`src/rtl/hazard_pkg.sv`:
```
// Shared definitions for the five-stage core hazard controller.
// Latency: n/a (types, constants and a pure helper function only).
// Backpressure: n/a.
//
// Contents: FSM state enum, EX operand forward selects, base opcodes used by
// the decoder/ControlUnit, and the register-dependency helper.
package hazard_pkg;

  typedef enum logic {
    ST_RUN      = 1'b0,
    ST_MEM_WAIT = 1'b1
  } state_t;

  // EX operand selects
  localparam logic [1:0] FWD_RF  = 2'b00;
  localparam logic [1:0] FWD_MEM = 2'b10;
  localparam logic [1:0] FWD_WB  = 2'b01;

  // RV64 base opcodes shared with the decoder and ControlUnit
  localparam logic [6:0] OP_LOAD      = 7'b0000011;
  localparam logic [6:0] OP_STORE     = 7'b0100011;
  localparam logic [6:0] OP_BRANCH    = 7'b1100011;
  localparam logic [6:0] OP_JAL       = 7'b1101111;
  localparam logic [6:0] OP_JALR      = 7'b1100111;
  localparam logic [6:0] OP_OP        = 7'b0110011;
  localparam logic [6:0] OP_OP_IMM    = 7'b0010011;
  localparam logic [6:0] OP_OP_32     = 7'b0111011;
  localparam logic [6:0] OP_OP_IMM_32 = 7'b0011011;
  localparam logic [6:0] OP_LUI       = 7'b0110111;
  localparam logic [6:0] OP_AUIPC     = 7'b0010111;

  // True when a producer writing rd feeds a consumer reading rs.
  // x0 is hardwired to zero, so it never creates a dependency.
  function automatic logic reg_dep(input logic [4:0] rd, input logic regwrite,
                                   input logic [4:0] rs, input logic use_rs);
    return regwrite && (rd != 5'd0) && use_rs && (rd == rs);
  endfunction

endpackage

```
`src/rtl/sat_counter.sv`:
```
// Saturating event counter: counts inc pulses, sticks at all-ones.
// Latency: count reflects an inc one clock after it is sampled.
// Backpressure: none; inc is ignored once saturated.
//
// Ports: clk, reset (sync, active-high), inc, count[WIDTH-1:0].
module sat_counter #(
  parameter int WIDTH = 16
) (
  input  logic             clk,
  input  logic             reset,
  input  logic             inc,
  output logic [WIDTH-1:0] count
);

  always_ff @(posedge clk) begin
    if (reset) begin
      count <= '0;
    end else if (inc && (count != '1)) begin
      count <= count + 1'b1;
    end
  end

endmodule

```
`src/rtl/hazard_ctrl.sv`:
```
// Hazard/sequencing controller beside ID: stage enables, flush/bubble, EX forward selects.
// Latency: all control outputs combinational from inputs + shadow state; state updates on posedge clk.
// Backpressure: dmem_req && !dmem_ready freezes every stage; hazards stall PC and IF/ID only.
//
// Ports: clk, reset (sync, active-high); ID fields id_valid/id_rs1/id_rs2/id_rd/
// id_use_rs1/id_use_rs2/id_regwrite/id_memread; ex_branch_taken; dmem_req/dmem_ready;
// outputs pc_write, ifid_write, idex_write, exmem_write, memwb_write, ifid_flush,
// idex_bubble, fwd_a, fwd_b, timeout_err, stall_cnt, flush_cnt.
// Build option: HAZARD_FORWARD_EN enables EX forwarding (load-use stalls only);
// without it fwd_a/fwd_b stay 00 and any EX/MEM producer match stalls ID.
module hazard_ctrl
  import hazard_pkg::*;
#(
  parameter int MEM_TIMEOUT = 15,
  parameter int CNT_W       = 16
) (
  input  logic             clk,
  input  logic             reset,
  input  logic             id_valid,
  input  logic [4:0]       id_rs1,
  input  logic [4:0]       id_rs2,
  input  logic [4:0]       id_rd,
  input  logic             id_use_rs1,
  input  logic             id_use_rs2,
  input  logic             id_regwrite,
  input  logic             id_memread,
  input  logic             ex_branch_taken,
  input  logic             dmem_req,
  input  logic             dmem_ready,
  output logic             pc_write,
  output logic             ifid_write,
  output logic             idex_write,
  output logic             exmem_write,
  output logic             memwb_write,
  output logic             ifid_flush,
  output logic             idex_bubble,
  output logic [1:0]       fwd_a,
  output logic [1:0]       fwd_b,
  output logic             timeout_err,
  output logic [CNT_W-1:0] stall_cnt,
  output logic [CNT_W-1:0] flush_cnt
);

  localparam int WAIT_W = $clog2(MEM_TIMEOUT + 1);
  localparam logic [WAIT_W-1:0] WAIT_MAX  = WAIT_W'(MEM_TIMEOUT);
  localparam logic [WAIT_W-1:0] WAIT_LAST = WAIT_W'(MEM_TIMEOUT - 1);

  // Shadow pipeline. Source fields are stored as x0 when the instruction does
  // not read them, so forwarding never fires for an unused operand.
  logic [4:0] ex_rd, ex_rs1, ex_rs2, mem_rd, wb_rd;
  logic       ex_regwrite, ex_memread, mem_regwrite, wb_regwrite;

  state_t            state;
  logic [WAIT_W-1:0] wait_cnt;
  logic              freeze, hazard, stall_inc, flush_inc, ex_load;

  assign freeze = dmem_req && !dmem_ready;

  // An invalid ID slot is a bubble and cannot be a consumer.
`ifdef HAZARD_FORWARD_EN
  assign hazard = id_valid && ex_memread &&
                  (reg_dep(ex_rd, ex_regwrite, id_rs1, id_use_rs1) ||
                   reg_dep(ex_rd, ex_regwrite, id_rs2, id_use_rs2));

  always_comb begin
    fwd_a = FWD_RF;
    fwd_b = FWD_RF;
    if (!reset) begin
      // EX/MEM holds the younger value, so it wins over MEM/WB
      if (reg_dep(mem_rd, mem_regwrite, ex_rs1, 1'b1))     fwd_a = FWD_MEM;
      else if (reg_dep(wb_rd, wb_regwrite, ex_rs1, 1'b1))  fwd_a = FWD_WB;
      if (reg_dep(mem_rd, mem_regwrite, ex_rs2, 1'b1))     fwd_b = FWD_MEM;
      else if (reg_dep(wb_rd, wb_regwrite, ex_rs2, 1'b1))  fwd_b = FWD_WB;
    end
  end
`else
  assign hazard = id_valid &&
                  (reg_dep(ex_rd,  ex_regwrite,  id_rs1, id_use_rs1) ||
                   reg_dep(ex_rd,  ex_regwrite,  id_rs2, id_use_rs2) ||
                   reg_dep(mem_rd, mem_regwrite, id_rs1, id_use_rs1) ||
                   reg_dep(mem_rd, mem_regwrite, id_rs2, id_use_rs2));

  assign fwd_a = FWD_RF;
  assign fwd_b = FWD_RF;

  // Shadow fields only consumed by the forwarding network in this build.
  logic unused_fwd_shadow;
  assign unused_fwd_shadow = ^{ex_memread, ex_rs1, ex_rs2, wb_rd, wb_regwrite};
`endif

  // Priority: reset > freeze > taken-branch flush > hazard stall > run.
  // A flush discards the wrong-path ID instruction, so its stall is dropped.
  always_comb begin
    pc_write    = 1'b1;
    ifid_write  = 1'b1;
    idex_write  = 1'b1;
    exmem_write = 1'b1;
    memwb_write = 1'b1;
    ifid_flush  = 1'b0;
    idex_bubble = 1'b0;
    stall_inc   = 1'b0;
    flush_inc   = 1'b0;
    if (reset) begin
      ifid_flush  = 1'b1;
      idex_bubble = 1'b1;
    end else if (freeze) begin
      pc_write    = 1'b0;
      ifid_write  = 1'b0;
      idex_write  = 1'b0;
      exmem_write = 1'b0;
      memwb_write = 1'b0;
    end else if (ex_branch_taken) begin
      ifid_flush  = 1'b1;
      idex_bubble = 1'b1;
      flush_inc   = 1'b1;
    end else if (hazard) begin
      pc_write    = 1'b0;
      ifid_write  = 1'b0;
      idex_bubble = 1'b1;
      stall_inc   = 1'b1;
    end
  end

  // Memory-wait FSM: the first frozen cycle enters MEM_WAIT, each further
  // frozen cycle counts; timeout is sticky but the freeze keeps going.
  always_ff @(posedge clk) begin
    if (reset) begin
      state       <= ST_RUN;
      wait_cnt    <= '0;
      timeout_err <= 1'b0;
    end else begin
      case (state)
        ST_RUN: begin
          if (freeze) state <= ST_MEM_WAIT;
        end
        ST_MEM_WAIT: begin
          if (freeze) begin
            if (wait_cnt != WAIT_MAX)  wait_cnt    <= wait_cnt + 1'b1;
            if (wait_cnt == WAIT_LAST) timeout_err <= 1'b1;
          end else begin
            state    <= ST_RUN;
            wait_cnt <= '0;
          end
        end
        default: state <= ST_RUN;
      endcase
    end
  end

  // EX takes a real instruction only when ID is valid and not bubbled.
  assign ex_load = id_valid && !idex_bubble;

  always_ff @(posedge clk) begin
    if (reset) begin
      ex_rd        <= '0;
      ex_rs1       <= '0;
      ex_rs2       <= '0;
      ex_regwrite  <= 1'b0;
      ex_memread   <= 1'b0;
      mem_rd       <= '0;
      mem_regwrite <= 1'b0;
      wb_rd        <= '0;
      wb_regwrite  <= 1'b0;
    end else if (exmem_write) begin
      ex_rd        <= ex_load ? id_rd : 5'd0;
      ex_rs1       <= (ex_load && id_use_rs1) ? id_rs1 : 5'd0;
      ex_rs2       <= (ex_load && id_use_rs2) ? id_rs2 : 5'd0;
      ex_regwrite  <= ex_load && id_regwrite;
      ex_memread   <= ex_load && id_memread;
      mem_rd       <= ex_rd;
      mem_regwrite <= ex_regwrite;
      wb_rd        <= mem_rd;
      wb_regwrite  <= mem_regwrite;
    end
  end

  sat_counter #(.WIDTH(CNT_W)) u_stall_cnt (
    .clk   (clk),
    .reset (reset),
    .inc   (stall_inc),
    .count (stall_cnt)
  );

  sat_counter #(.WIDTH(CNT_W)) u_flush_cnt (
    .clk   (clk),
    .reset (reset),
    .inc   (flush_inc),
    .count (flush_cnt)
  );

endmodule
```
`config.mk`:
```
export PLATFORM = sky130hd
export DESIGN_NAME = hazard_ctrl
export DESIGN_NICKNAME = d
export VERILOG_FILES = /design/src/rtl/hazard_pkg.sv /design/src/rtl/sat_counter.sv /design/src/rtl/hazard_ctrl.sv
export SDC_FILE = /design/constraint.sdc
export NUM_CORES = 1
export LEC_CHECK = 0
export CORE_ASPECT_RATIO = 2
export CORE_MARGIN = 4
export CORE_UTILIZATION = 32
export CTS_CLUSTER_DIAMETER = 120
export DETAILED_ROUTE_END_ITERATION = 8
export PLACE_DENSITY = 0.53
export SYNTH_ARGS = -nofsm -noshare
export SYNTH_HDL_FRONTEND = slang
export SYNTH_SLANG_ARGS = --single-unit
```
`constraint.sdc`:
```
create_clock -name clk -period 5.5 [get_ports clk]
set_clock_uncertainty 0.15 [all_clocks]
set_input_delay 1.1 -clock clk [delete_from_list [all_inputs] [get_ports clk]]
set_output_delay 1.1 -clock clk [all_outputs]
set_load 0.01 [all_outputs]
```
==> flow_summary.rst <==
.. list-table::
   :header-rows: 1

   * - Metric
     - Value
   * - Total inserted antenna cells
     - 0
   * - Fill cell count
     - around 840
   * - Sequential fraction of the synthesis area
     - 0.365
   * - Instance count along the most critical hold path
     - 2
   * - Number of placed cells counting well taps
     - 457
   * - Transition time at the pin with the least slew margin
     - 0.825 ns
   * - Final-report hold violation count
     - 0
   * - Maximum number of pins on one net before global-route repair
     - 40
   * - Die width
     - ~73 um
   * - Final hold slack
     - 0.309 ns
   * - Count of synthesis-stage warnings from yosys
     - 0
   * - Clk_lat worst skew
     - ~0.30 ns
   * - Synthesized flop and latch total
     - 50
   * - Peak supply drop
     - approximately 0.13 mV
   * - Total clock buffers created by CTS
     - 5
   * - Area taken by multi-input logic gates
     - 0.00157 mm^2
   * - Count of boundary I/O pins
     - between 60 and 70
   * - Largest cells by area after synthesis
     - dfxtp_1 37%, xnor2_1 9.6%, nand2_1 4.2%
   * - Leakage component of the power
     - 1.17 nW
   * - Power Dens Cells
     - around 230 mW/mm^2
   * - Worst max-slew margin expressed relative to the limit
     - 0.450
   * - Path class of the lowest-slack min-delay path
     - flip-flop to flip-flop
   * - CTS-repair resized insts
     - 0
   * - Largest fanout of any net on the critical path
     - 26
   * - Number of violations of the max-capacitance limit
     - 0
   * - Mean post-synth cell area
     - 8.73 um^2
   * - Final Total Pwr
     - about 810 uW
   * - Initial Util
     - 0.330
   * - Most frequent cells after synthesis
     - 50 x dfxtp_1, 31 x nand2_1, 30 x xnor2_1
   * - Syn Std Cell Area
     - about 0.0027 mm^2
   * - Most used DFF post-synth
     - dfxtp_1
   * - Average wire per cell in the routed design
     - about 16 um
   * - Status
     - finished clean
   * - Most frequently used cell type in the post-synthesis netlist
     - dfxtp_1
   * - Type of the worst setup path
     - input pin to primary output
   * - DRT antenna net count
     - 0
   * - Via count of the first global-routing pass
     - roughly 2500
   * - Via-to-Cell Ratio
     - approximately 5.3
   * - Clock sink count
     - 50
   * - Fraction of layout cells with a size suffix above 1
     - 0.0681
   * - GRT Overall Usage
     - 0.152
   * - Storage cell area
     - ~0.0010 mm^2
   * - Critical Path Sink Type
     - primary output
   * - Synth area leader
     - dfxtp_1
   * - Height of the die
     - around 140 um
   * - Critical Path Source Type
     - input pin
   * - TritonCTS clock tree
     - done
   * - First-pass iteration count of the detailed router
     - 4
   * - Total via count in the routed design
     - roughly 2400
   * - Area share of the largest cell type after synthesis
     - 0.365
   * - Tcrit/Tclk final
     - 0.897
   * - Total congestion overflow
     - 0
   * - Data required, critical path
     - 4.25 ns
   * - Starting DRC count in detailed routing
     - 113
   * - Area Growth Syn to Fin
     - 29.3%
   * - Clock-pin slew on the worst setup and hold paths
     - 0.07 ns
   * - Endpoints failing setup
     - 0
   * - Fin nets
     - just under 400
   * - Unrepaired setup endpoints after global routing
     - no
   * - Summed negative setup slack over all endpoints
     - 0 ns
   * - Root Driver
     - clkbuf_16
   * - Number of design rule violations left after detail routing
     - 0
   * - Standard-cell row count
     - 47
   * - Filler-free cell count of the finished design
     - around 470
   * - Wire length of the first global-routing pass
     - between 10 and 15 mm
   * - Clock Tree Buf Depth
     - 2
   * - Core Footprint
     - 0.00829 mm^2
   * - Achievable Freq
     - between 200 and 250 MHz
   * - Share of synthesized registers carrying an async set or reset
     - 0
   * - Count of flip-flops with a built-in enable after synthesis
     - 0
   * - Cell count of the worst reg-to-reg path
     - 5
   * - Post-synth cell types
     - 52
   * - Core utilization of the finished layout
     - 0.427
   * - Final estimated routing congestion in global placement
     - approximately 0.79
   * - Post-layout minimum cycle time
     - around 4.9 ns
   * - Synthesized netlist cell count
     - 314
   * - Final max-slew violation count
     - 0
   * - Antenna violations before repair
     - 0
   * - CTS H-tree lvls
     - 2
   * - Half-perimeter wire length after placement
     - around 5.3 mm
   * - Arrival time worst endpoint
     - 3.68 ns
   * - Number of setup buffers added after CTS
     - 0
   * - Number of input and output port buffers inserted
     - 63
   * - Drt total wl
     - 7.26 mm
   * - Die Area
     - between 0.01 and 0.015 mm^2
   * - Hold buffer count at CTS
     - 0
[registers in the layout (all words and copies together), names as in the netlist]
signal,cells
ex_regwrite,1
mem_rd,5
wait_cnt,4
ex_rd,5
state,1
u_flush_cnt.count,16
u_stall_cnt.count,16
timeout_err,1
mem_regwrite,1
[stage by stage]
stage	area (um^2)	setup WS (ns)
floorplan	2750	1.84
global placement	3370	0.554
detailed placement	3370	0.554
CTS	3540	0.538
global route	3540	0.384
finish	3540	0.566
[path summary, 6_finish.rpt]
kind	from	to	slack (ns)
worst min register to register	mem_regwrite	mem_regwrite	0.31
worst max-delay path	id_rs2[1]	ifid_write	0.57
worst max register to register	u_stall_cnt.count[2]	u_stall_cnt.count[13]	2.93
worst min-delay path	mem_regwrite	mem_regwrite	0.31
[placed cells by master, fill, tap and decap left out, types with 9 or more instances in the layout]
cell type        Yosys  layout
clkdlybuf4s50_1      0      63
dfxtp_1             50      50
nand2_1             31      31
xnor2_1             30      30
nor2_1              25      25
a21oi_1             20      20
nand3_1             12      12
nand4_1             11      11
or4_1               10      10
o31ai_1             10      10
inv_1                9       9
[area by class of cell]
type | count | area share
Inverter | 10 | 0.0106
Sequential cell | 50 | 0.283
Clock buffer | 5 | 0.0353
Clock inverter | 3 | 0.0124
Tap cell | 98 | 0.0346
Multi-Input combinational cell | 234 | 0.442
Timing Repair Buffer | 65 | 0.182
[critical path: stages]
cell and delay, ns:
clkdlybuf4s50_1 0.48, xnor2_1 0.15, nand4_1 0.10, o22ai_2 0.12, a22oi_4 0.59, nand2b_1 0.40, o31a_1 0.19, clkdlybuf4s50_1 0.54
[power by group]
part           switching (mW)  leakage, nW  internal [mW]
clock                   0.148       0.0842          0.216
combinational          0.0351        0.680         0.0360
sequential            0.00516        0.404          0.366
total                   0.188         1.17          0.617
[routing by layer]
metal	routed length (um)	up-vias	global-route usage
li1	-	1219	-
met1	2850	1167	0.166
met2	3940	51	0.273
met3	305	9	0.0348
met4	165	0	0.0602
met5	0	-	0
[kinds of logic (layout without fill, tap and decap cells)]
group / Yosys count / count (layout) / share of synthesized area
compound gates: 61 / 61 / 0.164
xor+xnor: 34 / 34 / 0.109
fa+ha+maj: 4 / 4 / 0.0183
buf+inv: 33 / 83 / 0.0671
flops: 50 / 50 / 0.365
mux: 4 / 4 / 0.0192
other cells: 1 / 4 / 0.00137
simple gates: 127 / 127 / 0.256
No activity file was read; power rests on OpenSTA's default activity.
